`config.mk`:
```
export PLATFORM = sky130hd
export DESIGN_NAME = mesh_term_inject
export DESIGN_NICKNAME = d
export VERILOG_FILES = /design/src/rtl/mesh_term_inject.sv
export SDC_FILE = /design/constraint.sdc
export NUM_CORES = 1
export LEC_CHECK = 0
export ABC_CLOCK_PERIOD_IN_PS = 1900
export BUFFER_PORTS_ARGS = -buffer_cell sky130_fd_sc_hd__buf_4
export CAP_MARGIN = 20
export CORE_UTILIZATION = 51
export CTS_CLUSTER_DIAMETER = 40
export DETAILED_ROUTE_END_ITERATION = 10
export PLACE_DENSITY = 0.79
export SLEW_MARGIN = 25
export SYNTH_ARGS = -nofsm -noshare
export SYNTH_HDL_FRONTEND = slang
export SYNTH_SLANG_ARGS = --single-unit
```
`constraint.sdc`:
```
create_clock -name clk -period 1.9 [get_ports clk]
set_input_delay 0.19 -clock clk [delete_from_list [all_inputs] [get_ports clk]]
set_output_delay 0.19 -clock clk [all_outputs]
set_load 0.01 [all_outputs]
```
`src/rtl/mesh_term_inject.sv`:
```
// mesh_term_inject
// Terminal-side injection stage for one mesh_gnrtr terminal. Host writes are
// assembled into the mesh packet format and buffered in a first-word-fall-
// through queue. The queue head is presented to the mesh terminal, and the
// mesh retires it with popin. Writes with an illegal destination are dropped
// and counted. Writes into a full queue are also dropped and counted.
//
// Ports:
//   clk, reset            clock; asynchronous active-high reset
//   wr_en                 host write strobe (one packet per cycle)
//   wr_row, wr_col        destination coordinates (4 bits each)
//   wr_mode               routing mode bit, carried into the packet
//   wr_bcast              broadcast; forces row/col to F/F, skips dest check
//   wr_payload            PCKG_SZ-17 bit payload
//   wr_ready              queue has a free entry (registered count only)
//   data_out_i_in         head packet (0 when empty), combinational read
//   pndng_i_in            queue non-empty
//   popin                 mesh consumed the head this cycle
//   occupancy             current entry count
//   ovf_cnt               saturating count of full-queue drops
//   bad_dest_cnt          saturating count of illegal-destination drops
module mesh_term_inject #(
  parameter int ROWS       = 4,
  parameter int COLUMS     = 4,
  parameter int PCKG_SZ    = 40,
  parameter int FIFO_DEPTH = 4
) (
  input  logic                              clk,
  input  logic                              reset,
  input  logic                              wr_en,
  input  logic [3:0]                        wr_row,
  input  logic [3:0]                        wr_col,
  input  logic                              wr_mode,
  input  logic                              wr_bcast,
  input  logic [PCKG_SZ-18:0]               wr_payload,
  output logic                              wr_ready,
  output logic [PCKG_SZ-1:0]                data_out_i_in,
  output logic                              pndng_i_in,
  input  logic                              popin,
  output logic [$clog2(FIFO_DEPTH+1)-1:0]   occupancy,
  output logic [15:0]                       ovf_cnt,
  output logic [7:0]                        bad_dest_cnt
);

  localparam int PTR_W = (FIFO_DEPTH > 1) ? $clog2(FIFO_DEPTH) : 1;
  localparam int CNT_W = $clog2(FIFO_DEPTH + 1);

  logic [PCKG_SZ-1:0] mem [FIFO_DEPTH];
  logic [PTR_W-1:0]   rd_ptr_reg, wr_ptr_reg;
  logic [CNT_W-1:0]   count_reg;
  logic [15:0]        ovf_cnt_reg;
  logic [7:0]         bad_dest_cnt_reg;

  logic               legal_dest;
  logic               full, empty;
  logic               do_push, do_pop;
  logic               drop_ovf, drop_bad;
  logic [3:0]         pkt_row, pkt_col;
  logic [PCKG_SZ-1:0] pkt;

  function automatic logic [PTR_W-1:0] ptr_inc(input logic [PTR_W-1:0] p);
    if (p == PTR_W'(FIFO_DEPTH - 1)) return '0;
    return p + PTR_W'(1);
  endfunction

  // Broadcast bypasses the coordinate range check entirely.
  assign legal_dest = wr_bcast ||
                      ((32'(wr_row) < 32'(ROWS)) && (32'(wr_col) < 32'(COLUMS)));
  assign full       = (count_reg == CNT_W'(FIFO_DEPTH));
  assign empty      = (count_reg == '0);
  assign do_pop     = popin && !empty;
  // A full queue still takes a write when the head leaves in the same cycle.
  assign do_push    = wr_en && legal_dest && (!full || popin);
  assign drop_ovf   = wr_en && legal_dest && !do_push;
  assign drop_bad   = wr_en && !legal_dest;

  assign pkt_row = wr_bcast ? 4'hF : wr_row;
  assign pkt_col = wr_bcast ? 4'hF : wr_col;
  assign pkt     = {8'h00, pkt_row, pkt_col, wr_mode, wr_payload};

  // Storage has no reset: emptiness is tracked by count_reg, and the head
  // output is forced to zero when empty.
  generate
    for (genvar gi = 0; gi < FIFO_DEPTH; gi++) begin : g_entry
      always_ff @(posedge clk) begin
        if (do_push && (wr_ptr_reg == PTR_W'(gi))) mem[gi] <= pkt;
      end
    end
  endgenerate

  always_ff @(posedge clk or posedge reset) begin
    if (reset) begin
      rd_ptr_reg       <= '0;
      wr_ptr_reg       <= '0;
      count_reg        <= '0;
      ovf_cnt_reg      <= '0;
      bad_dest_cnt_reg <= '0;
    end else begin
      if (do_push) wr_ptr_reg <= ptr_inc(wr_ptr_reg);
      if (do_pop)  rd_ptr_reg <= ptr_inc(rd_ptr_reg);
      case ({do_push, do_pop})
        2'b10:   count_reg <= count_reg + CNT_W'(1);
        2'b01:   count_reg <= count_reg - CNT_W'(1);
        default: count_reg <= count_reg;
      endcase
      if (drop_ovf && (ovf_cnt_reg != 16'hFFFF))
        ovf_cnt_reg <= ovf_cnt_reg + 16'd1;
      if (drop_bad && (bad_dest_cnt_reg != 8'hFF))
        bad_dest_cnt_reg <= bad_dest_cnt_reg + 8'd1;
    end
  end

  // FWFT: head comes straight from storage, no output register.
  assign data_out_i_in = empty ? '0 : mem[rd_ptr_reg];
  assign pndng_i_in    = !empty;
  assign wr_ready      = !full;
  assign occupancy     = count_reg;
  assign ovf_cnt       = ovf_cnt_reg;
  assign bad_dest_cnt  = bad_dest_cnt_reg;

endmodule

```
==> impl_results.md, run 1 <==
- Avg Synthesized Cell Area: 18.21 um^2
- Layout Skew: 0.007019 ns
- Sequential-to-total area share from yosys stat: 0.6892
- Multi-input gate area: 0.002123 mm^2
- Boundary Pins: 106
- Cells after synthesis: 368
- CTS max path bufs: 2
- Die Y: 116.6 um
- Clk pin slew, worst setup/hold paths: 0.06 ns
- Vias in the first global route: 3,923
- Grt ovf: 0
- Overall routed net length: 12,980 um
- Antenna cells: 0
- Dpl ws: -0.05819 ns
- Placer Congestion: 0.8372
- Final setup viols: 32
- Synth Warn #: 0
- Design Area, Final: 0.008990 mm^2
- Number of flops mapped to enable cells by yosys: 128
- Clock latency on the worst-skew pair: 0.42 ns
- Final worst slack: -0.1462 ns
- # placed instances: 647
- Die area: 0.01360 mm^2
- Vias: 3,756
- F_max: 488.7 MHz
- Power per Cell Area: 1417 mW/mm^2
- Drt pass-1 iters: 4
- Fin crit share: 1.077
- Final HPWL from detailed placement: 7975 um
- Register area: 0.004624 mm^2
- Largest net degree at the start of global routing: 34
- RSZ-0062 raised after global routing: true
- Total GRT Usage: 0.2024
- P_leak: 0.003495 uW
- GRT busiest layer: met2
- Vias per cell: 5.305
- Fill cell total of the finished layout: 837
- Max Slew Vio Count: 0
- Worst setup EP type: primary output
- First-pass GRT wire length: 19,750 um
- Critical Path RT: 1.71 ns
- Most used DFF post-synth: edfxtp_1
- Core area: 0.01272 mm^2
- Max-cap violations: 0
- Status: complete, but fails checks
- FF+latch count, synth: 159
- Wirelength per Cell: 18.34 um
- Worst Setup Path Type: flop to primary output
- Fraction of registers with async set/reset: 0.1950
- Met1 Usage GRT: 0.2395
- Tmin final: 2.046 ns
- Total Power: 12,740 uW
- Worst hold path class: input pin to flop
- Yosys cell types: 42
- Remaining DRCs: 0
- Finished Layout Cells: 708
- Failing checks: negative setup slack
- Layout Nets: 570
- Post-DP Area: 0.007851 mm^2
- Critical Path AT: 1.86 ns
- Initial antenna violation count: 0
- Num CTS Buffers: 17
- Post-synthesis cell area: 0.006703 mm^2
- Routed Antenna Nets: 0
- # port buffers: 97
- H-tree levels: 4
- Sink Count: 159
- CTS root buf: clkbuf_16
- Row count: 41
- CTS tree: yes
- Overall die width: 116.6 um
- Met3 Usage GRT: 0.06279
- Grt met2 use: 0.3558
- Max rail drop VDD: 714.6 uV
- Largest register FFs: 128
- Layout cell share with drive strength beyond 1: 0.4981
- Initial Util: 0.5268
- CP Max Fanout: 16
- CP startpoint kind: flop
- Hold_ws: 0.07345 ns
- Area grow syn2layout: 34.12%
- Endpoints failing hold: 0
- DR iter-0 viols: 241
## through the flow
stage,setup TNS [ns],util
global route,-6.381,0.7066
floorplan,-0.04245,-
finish,-3.743,0.7066
detailed placement,-0.05819,0.6171
CTS,-4.817,0.7001
global placement,0,0.6171
## critical path, cell delays in order, from the launching register on
cell,delay (ns)
dfrtp_2,0.40
buf_12,0.19
mux4_2,0.55
and2_4,0.18
buf_6,0.11
## per-layer routing
metal	wire, um	part of all wire	up-vias
met2	6788	0.52	103
met5	0	0	-
met1	5421	0.42	1919
met3	616	0.047	15
met4	156	0.012	0
li1	-	-	1719
## repair_timing
item	4_1_cts	5_1_grt
pin swaps	2	6
endpoints found under the hold margin	107	0
hold buffers	25	0
endpoints found under the setup margin	34	43
gates cloned	0	1
setup buffers	2	2
gates resized for setup	63	10
## report_power, final
part / switching [uW] / internal (uW) / total [uW]
Combinational: 1970 / 2890 / 4860
Sequential: 241 / 4260 / 4500
Clock: 1320 / 2050 / 3380
Total: 3540 / 9210 / 12700
## path summary, 6_finish.rpt
kind | from | end | slack [ns] | depth (start not counted)
setup / recovery | rd_ptr_reg[0]$_DFFE_PP0P_ | data_out_i_in[31] | -0.15 | 4
hold / removal | wr_row[1] | mem[1][29]$_DFFE_PP_ | 0.07 | 2
setup reg to reg | occupancy[1]$_DFFE_PP0P_ | occupancy[2]$_DFFE_PP0P_ | 0.03 | 9
hold reg to reg | bad_dest_cnt[5]$_DFFE_PP0P_ | bad_dest_cnt[5]$_DFFE_PP0P_ | 0.50 | 1
max in group asynchronous | reset | ovf_cnt[15]$_DFFE_PP0P_ | 0.90 | 4
min in group asynchronous | reset | bad_dest_cnt[5]$_DFFE_PP0P_ | 0.35 | 3
## cell families (layout without fill, tap and decap cells)
kind of cell	count (synthesis)	after routing	synth area share
AND/OR/NAND/NOR	103	103	0.1141
buffers and inverters	30	190	0.02315
flip-flops	159	159	0.6892
adder cells (fa/ha/maj)	9	9	0.01792
XOR/XNOR	25	25	0.03267
multiplexers	38	38	0.1174
other	1	8	0.0005595
AO/OA/AOI/OAI	3	4	0.005040
## Yosys cell counts (2+ instances only)
| library cell | instances | area [um^2] |
|---|---|---|
| and2_1 | 39 | 244.0 |
| and3_1 | 4 | 25.02 |
| and4_1 | 2 | 17.52 |
| buf_2 | 4 | 20.02 |
| buf_4 | 8 | 60.06 |
| clkbuf_1 | 9 | 33.78 |
| dfrtp_1 | 31 | 775.7 |
| edfxtp_1 | 128 | 3844 |
| ha_1 | 8 | 100.1 |
| inv_1 | 8 | 30.03 |
| mux2_1 | 2 | 22.52 |
| mux2_2 | 3 | 33.78 |
| mux4_2 | 32 | 720.7 |
| nand2_1 | 6 | 22.52 |
| nand3_1 | 7 | 35.03 |
| nand4_1 | 8 | 50.05 |
| nor2_1 | 4 | 15.01 |
| nor3_1 | 2 | 10.01 |
| nor4_2 | 7 | 87.58 |
| nor4_4 | 2 | 42.54 |
| nor4b_1 | 3 | 26.28 |
| or2_2 | 8 | 50.05 |
| xnor2_1 | 8 | 70.07 |
| xor2_1 | 17 | 148.9 |
## final cells by class
type,instances,share of cell area
Tap cell,172,0.02394
Inverter,8,0.003340
Clock buffer,17,0.04732
Multi-Input combinational cell,187,0.2362
Timing Repair Buffer,151,0.1566
Clock inverter,14,0.01823
Sequential cell,159,0.5144
## cell usage in the layout, fill, tap and decap left out, types with 17 or more instances in the layout
master	synthesis	layout
edfxtp_1	128	128
buf_4	8	87
mux4_2	32	32
and2_4	0	31
buf_6	1	31
dfrtp_1	31	27
dlygate4sd3_1	0	25
xor2_1	17	17
clkbuf_16	0	17
No activity file was read; power rests on OpenSTA's default activity.
==> run 2, diff against run 1 <==
- CORE_UTILIZATION: 51 -> 45
- PLACE_DENSITY: 0.79 -> 0.71
==> run 2 against run 1 <==
Net effect:
- the flow still finishes with violations (negative setup slack)
- fmax fell by 1.9%
- highest routed layer unchanged
- final cell count rose by 0.56%
- final area fell by 1.3%
- via count fell by 2.4%
- critical path depth did not move
- largest cell class unchanged
- register-to-register slack got worse by 0.08 ns
- worst hold slack improved by 0.0028 ns
- critical endpoint is now data_out_i_in[20]
- first-iteration DRC count fell by 14%
==> impl_results.md, run 2 (same netlist as run 1, synthesis figures left out) <==
- Worst Setup Path Type: flop to primary output (unchanged)
- Least-Margin Pin Slew: 0.6176 ns
- H-tree levels: 4 (unchanged)
- Remaining DRCs: 0 (unchanged)
- Dpl ws: -0.01154 ns (was -0.05819 ns)
- Final setup viols: 33 (was 32)
- Boundary Pins: 106 (unchanged)
- Initial Util: 0.4612 (was 0.5268)
- Overall die width: 124.0 um (was 116.6 um)
- Worst hold path class: input pin to flop (unchanged)
- Core area: 0.01453 mm^2 (was 0.01272 mm^2)
- Largest register FFs: 128 (unchanged)
- Power per Cell Area: 1401 mW/mm^2 (was 1417 mW/mm^2)
- Sink Count: 159 (unchanged)
- Placer Congestion: 0.7887 (was 0.8372)
- Routed Antenna Nets: 0 (unchanged)
- TNS Setup: -5.180 ns (was -3.743 ns)
- Grt ovf: 0 (unchanged)
- F_max: 479.4 MHz (was 488.7 MHz)
- P_leak: 0.003432 uW (was 0.003495 uW)
- Tmin final: 2.086 ns (was 2.046 ns)
- First-pass GRT wire length: 20,180 um (was 19,750 um)
- Worst setup EP type: primary output (unchanged)
- Finished Layout Cells: 712 (was 708)
- CTS root buf: clkbuf_16 (unchanged)
- Total GRT Usage: 0.1816 (was 0.2024)
- Layout Skew: 0.005936 ns (was 0.007019 ns)
- Die Y: 124.0 um (was 116.6 um)
- Design Area, Final: 0.008872 mm^2 (was 0.008990 mm^2)
- Status: complete, but fails checks (unchanged)
- Endpoints failing hold: 0 (unchanged)
- Layout cell share with drive strength beyond 1: 0.4924 (was 0.4981)
- Drt pass-1 iters: 4 (unchanged)
- CTS tree: yes (unchanged)
- Clock latency on the worst-skew pair: 0.42 ns (about the same)
- Vias per cell: 5.150 (was 5.305)
- Num CTS Buffers: 17 (unchanged)
- Max Slew Vio Count: 0 (unchanged)
- CTS max path bufs: 2 (unchanged)
- Final HPWL from detailed placement: 7957 um (was 7975 um)
- Overall routed net length: 12,950 um (was 12,980 um)
- Layout Nets: 561 (was 570)
- Die area: 0.01539 mm^2 (was 0.01360 mm^2)
- Critical Path AT: 1.90 ns (was 1.86 ns)
- Max rail drop VDD: 792.6 uV (was 714.6 uV)
- CP Max Fanout: 17 (was 16)
- RSZ-0062 raised after global routing: true (unchanged)
- Failing checks: negative setup slack (unchanged)
- Final worst slack: -0.1859 ns (was -0.1462 ns)
- Commonest cells after routing, fill and taps aside: 128 x edfxtp_1, 77 x buf_4, 33 x buf_6 (was 128 x edfxtp_1, 87 x buf_4, 32 x mux4_2)
- Antenna cells: 0 (unchanged)
- Fin crit share: 1.098 (was 1.077)
- Clk pin slew, worst setup/hold paths: 0.06 ns (about the same)
- Vias in the first global route: 3,937 (was 3,923)
- Vias: 3,667 (was 3,756)
- Most common cell after layout, fill and taps aside: edfxtp_1 (unchanged)
- Post-DP Area: 0.007806 mm^2 (was 0.007851 mm^2)
- DR iter-0 viols: 208 (was 241)
- Initial antenna violation count: 0 (unchanged)
- Worst slew margin: 0.5863
- Wirelength per Cell: 18.19 um (was 18.34 um)
- CP startpoint kind: flop (unchanged)
- Area grow syn2layout: 32.37% (was 34.12%)
- Critical Path RT: 1.71 ns (about the same)
- # placed instances: 651 (was 647)
- Total Power: 12,430 uW (was 12,740 uW)
- Largest net degree at the start of global routing: 34 (unchanged)
- # port buffers: 97 (unchanged)
- Max-cap violations: 0 (unchanged)
- Row count: 44 (was 41)
run 2: changes by cell type in the layout (fill, tap and decap cells not counted), moves of 2 or more:
cell and delta:
clkinv_4 +3, buf_4 -10, bufinv_16 -3, inv_8 +2, clkinvlp_4 +2, inv_6 -2
buf_6 +2
run 2: repair_timing:
action                     in CTS  in global routing
buffers inserted                2                  2
gates resized for setup        58                 16
setup endpoints to repair      35                 38
pin swaps                       2                  4
hold endpoints to repair      127                  0
hold buffers                   25                  0
run 2: layout make-up:
class / count / area [um^2]
Fill cell: 1071 / 5662
Sequential cell: 159 / 4624
Multi-Input combinational cell: 186 / 2086
Timing Repair Buffer: 143 / 1360
Clock buffer: 17 / 425.4
Tap cell: 184 / 230.2
Clock inverter: 15 / 116.4
Inverter: 8 / 30.03
run 2: where the power goes:
group	leakage (uW)	switching, uW	internal [uW]
clock	0.000260	1390	1680
sequential	0.00156	264	4260
combinational	0.00162	1940	2880
total	0.00343	3600	8830
run 2: final timing paths:
check | start | end | slack (ns) | cells past startpoint
setup / recovery | rd_ptr_reg[0]$_DFFE_PP0P_ | data_out_i_in[20] | -0.19 | 4
hold / removal | wr_row[0] | mem[2][28]$_DFFE_PP_ | 0.08 | 2
setup reg to reg | occupancy[0]$_DFFE_PP0P_ | occupancy[2]$_DFFE_PP0P_ | -0.05 | 10
hold reg to reg | bad_dest_cnt[5]$_DFFE_PP0P_ | bad_dest_cnt[5]$_DFFE_PP0P_ | 0.50 | 1
max in group asynchronous | reset | occupancy[1]$_DFFE_PP0P_ | 1.17 | 4
min in group asynchronous | reset | ovf_cnt[13]$_DFFE_PP0P_ | 0.42 | 4
run 2: critical path: stages (launching register included):
cell,delay (ns)
dfrtp_2,0.44
buf_12,0.21
mux4_2,0.53
and2_4,0.18
buf_6,0.11
run 2: through the flow:
stage / util / hold slack [ns]
after global placement: 0.5371 / 0.3051
after detailed placement: 0.5371 / 0.3052
after global routing: 0.6105 / 0.07141
after floorplan: - / 0.2889
final: 0.6105 / 0.07625
after CTS: 0.6052 / 0.06256
run 2: metal layers:
| layer | GRT usage | wire (um) |
|---|---|---|
| met5 | 0 | 0 |
| met1 | 0.2206 | 5619 |
| met3 | 0.04121 | 552 |
| met2 | 0.3111 | 6604 |
| met4 | 0.07589 | 174 |
==> run 3, diff against run 2 <==
- CTS_BUF_LIST: default -> sky130_fd_sc_hd__clkbuf_8
- SLEW_MARGIN: 25 -> default
==> run 3 against run 2 <==
Net effect:
- the flow still finishes with violations (negative setup slack)
- sequential power about the same
- clock power down 29%
- critical path depth unchanged
- highest routed layer unchanged
==> impl_results.md, run 3 (same netlist as run 1, synthesis figures left out) <==
- Layout Skew: 0.009953 ns (was 0.005936 ns)
- H-tree levels: 4 (unchanged)
- Fin crit share: 1.108 (was 1.098)
- Worst Setup Path Type: flop to primary output (unchanged)
- Most common cell after layout, fill and taps aside: edfxtp_1 (unchanged)
- Failing checks: negative setup slack (unchanged)
- CP startpoint kind: flop (unchanged)
- Total GRT Usage: 0.1810 (was 0.1816)
- Final HPWL from detailed placement: 7957 um (unchanged)
- P_leak: 0.003386 uW (was 0.003432 uW)
- Remaining DRCs: 0 (unchanged)
- Layout cell share with drive strength beyond 1: 0.5000 (was 0.4924)
- Commonest cells after routing, fill and taps aside: 128 x edfxtp_1, 78 x buf_4, 35 x buf_6 (was 128 x edfxtp_1, 77 x buf_4, 33 x buf_6)
- # port buffers: 97 (unchanged)
- CP Max Fanout: 17 (unchanged)
- Power per Cell Area: 1337 mW/mm^2 (was 1401 mW/mm^2)
- Least-Margin Pin Slew: 0.5039 ns (was 0.6176 ns)
- F_max: 475.1 MHz (was 479.4 MHz)
- Largest net degree at the start of global routing: 34 (unchanged)
- Clk pin slew, worst setup/hold paths: 0.09 ns (was 0.06 ns)
- Final setup viols: 34 (was 33)
- Vias: 3,701 (was 3,667)
- Crit-path slowest cell: mux4_2 (unchanged)
- Drt pass-1 iters: 4 (unchanged)
- Max Slew Vio Count: 0 (unchanged)
- Wirelength per Cell: 19.01 um (was 18.19 um)
- Boundary Pins: 106 (unchanged)
- Core area: 0.01453 mm^2 (unchanged)
- First-pass GRT wire length: 20,090 um (was 20,180 um)
- Worst path cell trace: buf_12 > mux4_2 > and2_4 > buf_6 (unchanged)
- Layout Nets: 567 (was 561)
- RSZ-0062 raised after global routing: true (unchanged)
- Status: complete, but fails checks (unchanged)
- Max-cap violations: 0 (unchanged)
- Post-route core utilization: 0.6030 (was 0.6105)
- Tmin final: 2.105 ns (was 2.086 ns)
- Post-DP Area: 0.007806 mm^2 (unchanged)
- Finished Layout Cells: 718 (was 712)
- Sink Count: 159 (unchanged)
- Worst slew margin: 0.6631 (was 0.5863)
- CTS root buf: clkbuf_8 (was clkbuf_16)
- CTS tree: yes (unchanged)
- Critical Path RT: 1.71 ns (about the same)
- Area grow syn2layout: 30.76% (was 32.37%)
- Critical Path AT: 1.91 ns (was 1.90 ns)
- Vias in the first global route: 3,886 (was 3,937)
- Die area: 0.01539 mm^2 (unchanged)
- Num CTS Buffers: 17 (unchanged)
- CTS max path bufs: 2 (unchanged)
- Grt ovf: 0 (unchanged)
- Row count: 44 (unchanged)
- Worst setup EP type: primary output (unchanged)
- Endpoints failing hold: 0 (unchanged)
- Clock latency on the worst-skew pair: 0.44 ns (was 0.42 ns)
- Overall routed net length: 13,650 um (was 12,950 um)
- Design Area, Final: 0.008765 mm^2 (was 0.008872 mm^2)
- Largest register FFs: 128 (unchanged)
- Routed Antenna Nets: 0 (unchanged)
- Die Y: 124.0 um (unchanged)
- Placer Congestion: 0.7887 (unchanged)
- Final worst slack: -0.2049 ns (was -0.1859 ns)
- # placed instances: 651 (unchanged)
- Max incr delay on CP: 0.53 ns (about the same)
- Initial Util: 0.4612 (unchanged)
- DR iter-0 viols: 230 (was 208)
- Overall die width: 124.0 um (unchanged)
- Antenna cells: 0 (unchanged)
- Max rail drop VDD: 679.3 uV (was 792.6 uV)
- Hold_ws: 0.05182 ns (was 0.07625 ns)
- Vias per cell: 5.155 (was 5.150)
- Initial antenna violation count: 0 (unchanged)
- Worst hold path class: input pin to flop (unchanged)
-- run 3: routing by layer --
layer,routed length (um),track usage,vias to the layer above
li1,-,-,1707
met1,5754,0.2211,1868
met2,7043,0.3094,110
met3,630,0.04396,16
met4,219,0.06994,0
met5,0,0,-
-- run 3: final timing paths --
| check | from | to | slack [ns] | cells past startpoint |
|---|---|---|---|---|
| max in group asynchronous | reset | occupancy[1]$_DFFE_PP0P_ | 1.20 | 4 |
| hold reg to reg | bad_dest_cnt[5]$_DFFE_PP0P_ | bad_dest_cnt[5]$_DFFE_PP0P_ | 0.51 | 1 |
| setup reg to reg | occupancy[0]$_DFFE_PP0P_ | occupancy[2]$_DFFE_PP0P_ | -0.15 | 10 |
| setup / recovery | rd_ptr_reg[0]$_DFFE_PP0P_ | data_out_i_in[20] | -0.20 | 4 |
| min in group asynchronous | reset | ovf_cnt[13]$_DFFE_PP0P_ | 0.39 | 4 |
| hold / removal | wr_row[0] | mem[2][28]$_DFFE_PP_ | 0.05 | 2 |
-- run 3: where the power goes --
group          internal [uW]  switching (uW)  total [uW]
logic                   2970            2030        5000
clock network            918            1280        2200
registers               4260             257        4520
total                   8150            3570       11700
-- run 3: timing repair --
| action | in CTS | in global routing |
|---|---|---|
| pin swaps | 24 | 16 |
| cloned | 0 | 3 |
| hold buffers | 25 | 0 |
| endpoints found under the hold margin | 127 | 0 |
| setup endpoints to repair | 35 | 40 |
| gates resized for setup | 57 | 21 |
| setup buffers | 4 | 3 |
-- run 3: final cells by class --
class | instances | area (um^2)
Fill cell | 1089 | 5769
Sequential cell | 159 | 4626
Multi-Input combinational cell | 187 | 2098
Timing Repair Buffer | 148 | 1430
Clock buffer | 17 | 234.0
Tap cell | 184 | 230.2
Clock inverter | 15 | 116.4
Inverter | 8 | 30.03
-- run 3: stage by stage --
stage	setup TNS [ns]	worst slack, ns	total power (uW)
3_3_place_gp	0	0.05589	8434
6_report	-5.870	-0.2049	11720
4_1_cts	-7.630	-0.2727	11530
2_1_floorplan	-0.04245	-0.04245	6819
5_1_grt	-8.872	-0.2996	12360
3_5_place_dp	-0.01154	-0.01154	8542
-- run 3: worst max-delay path, delay by kind of cell, from the launching register on --
family | cells | cell delay, ns
muxes | 1 | 0.53
and+or+nand+nor | 1 | 0.16
buffers and inverters | 2 | 0.32
DFF | 1 | 0.45
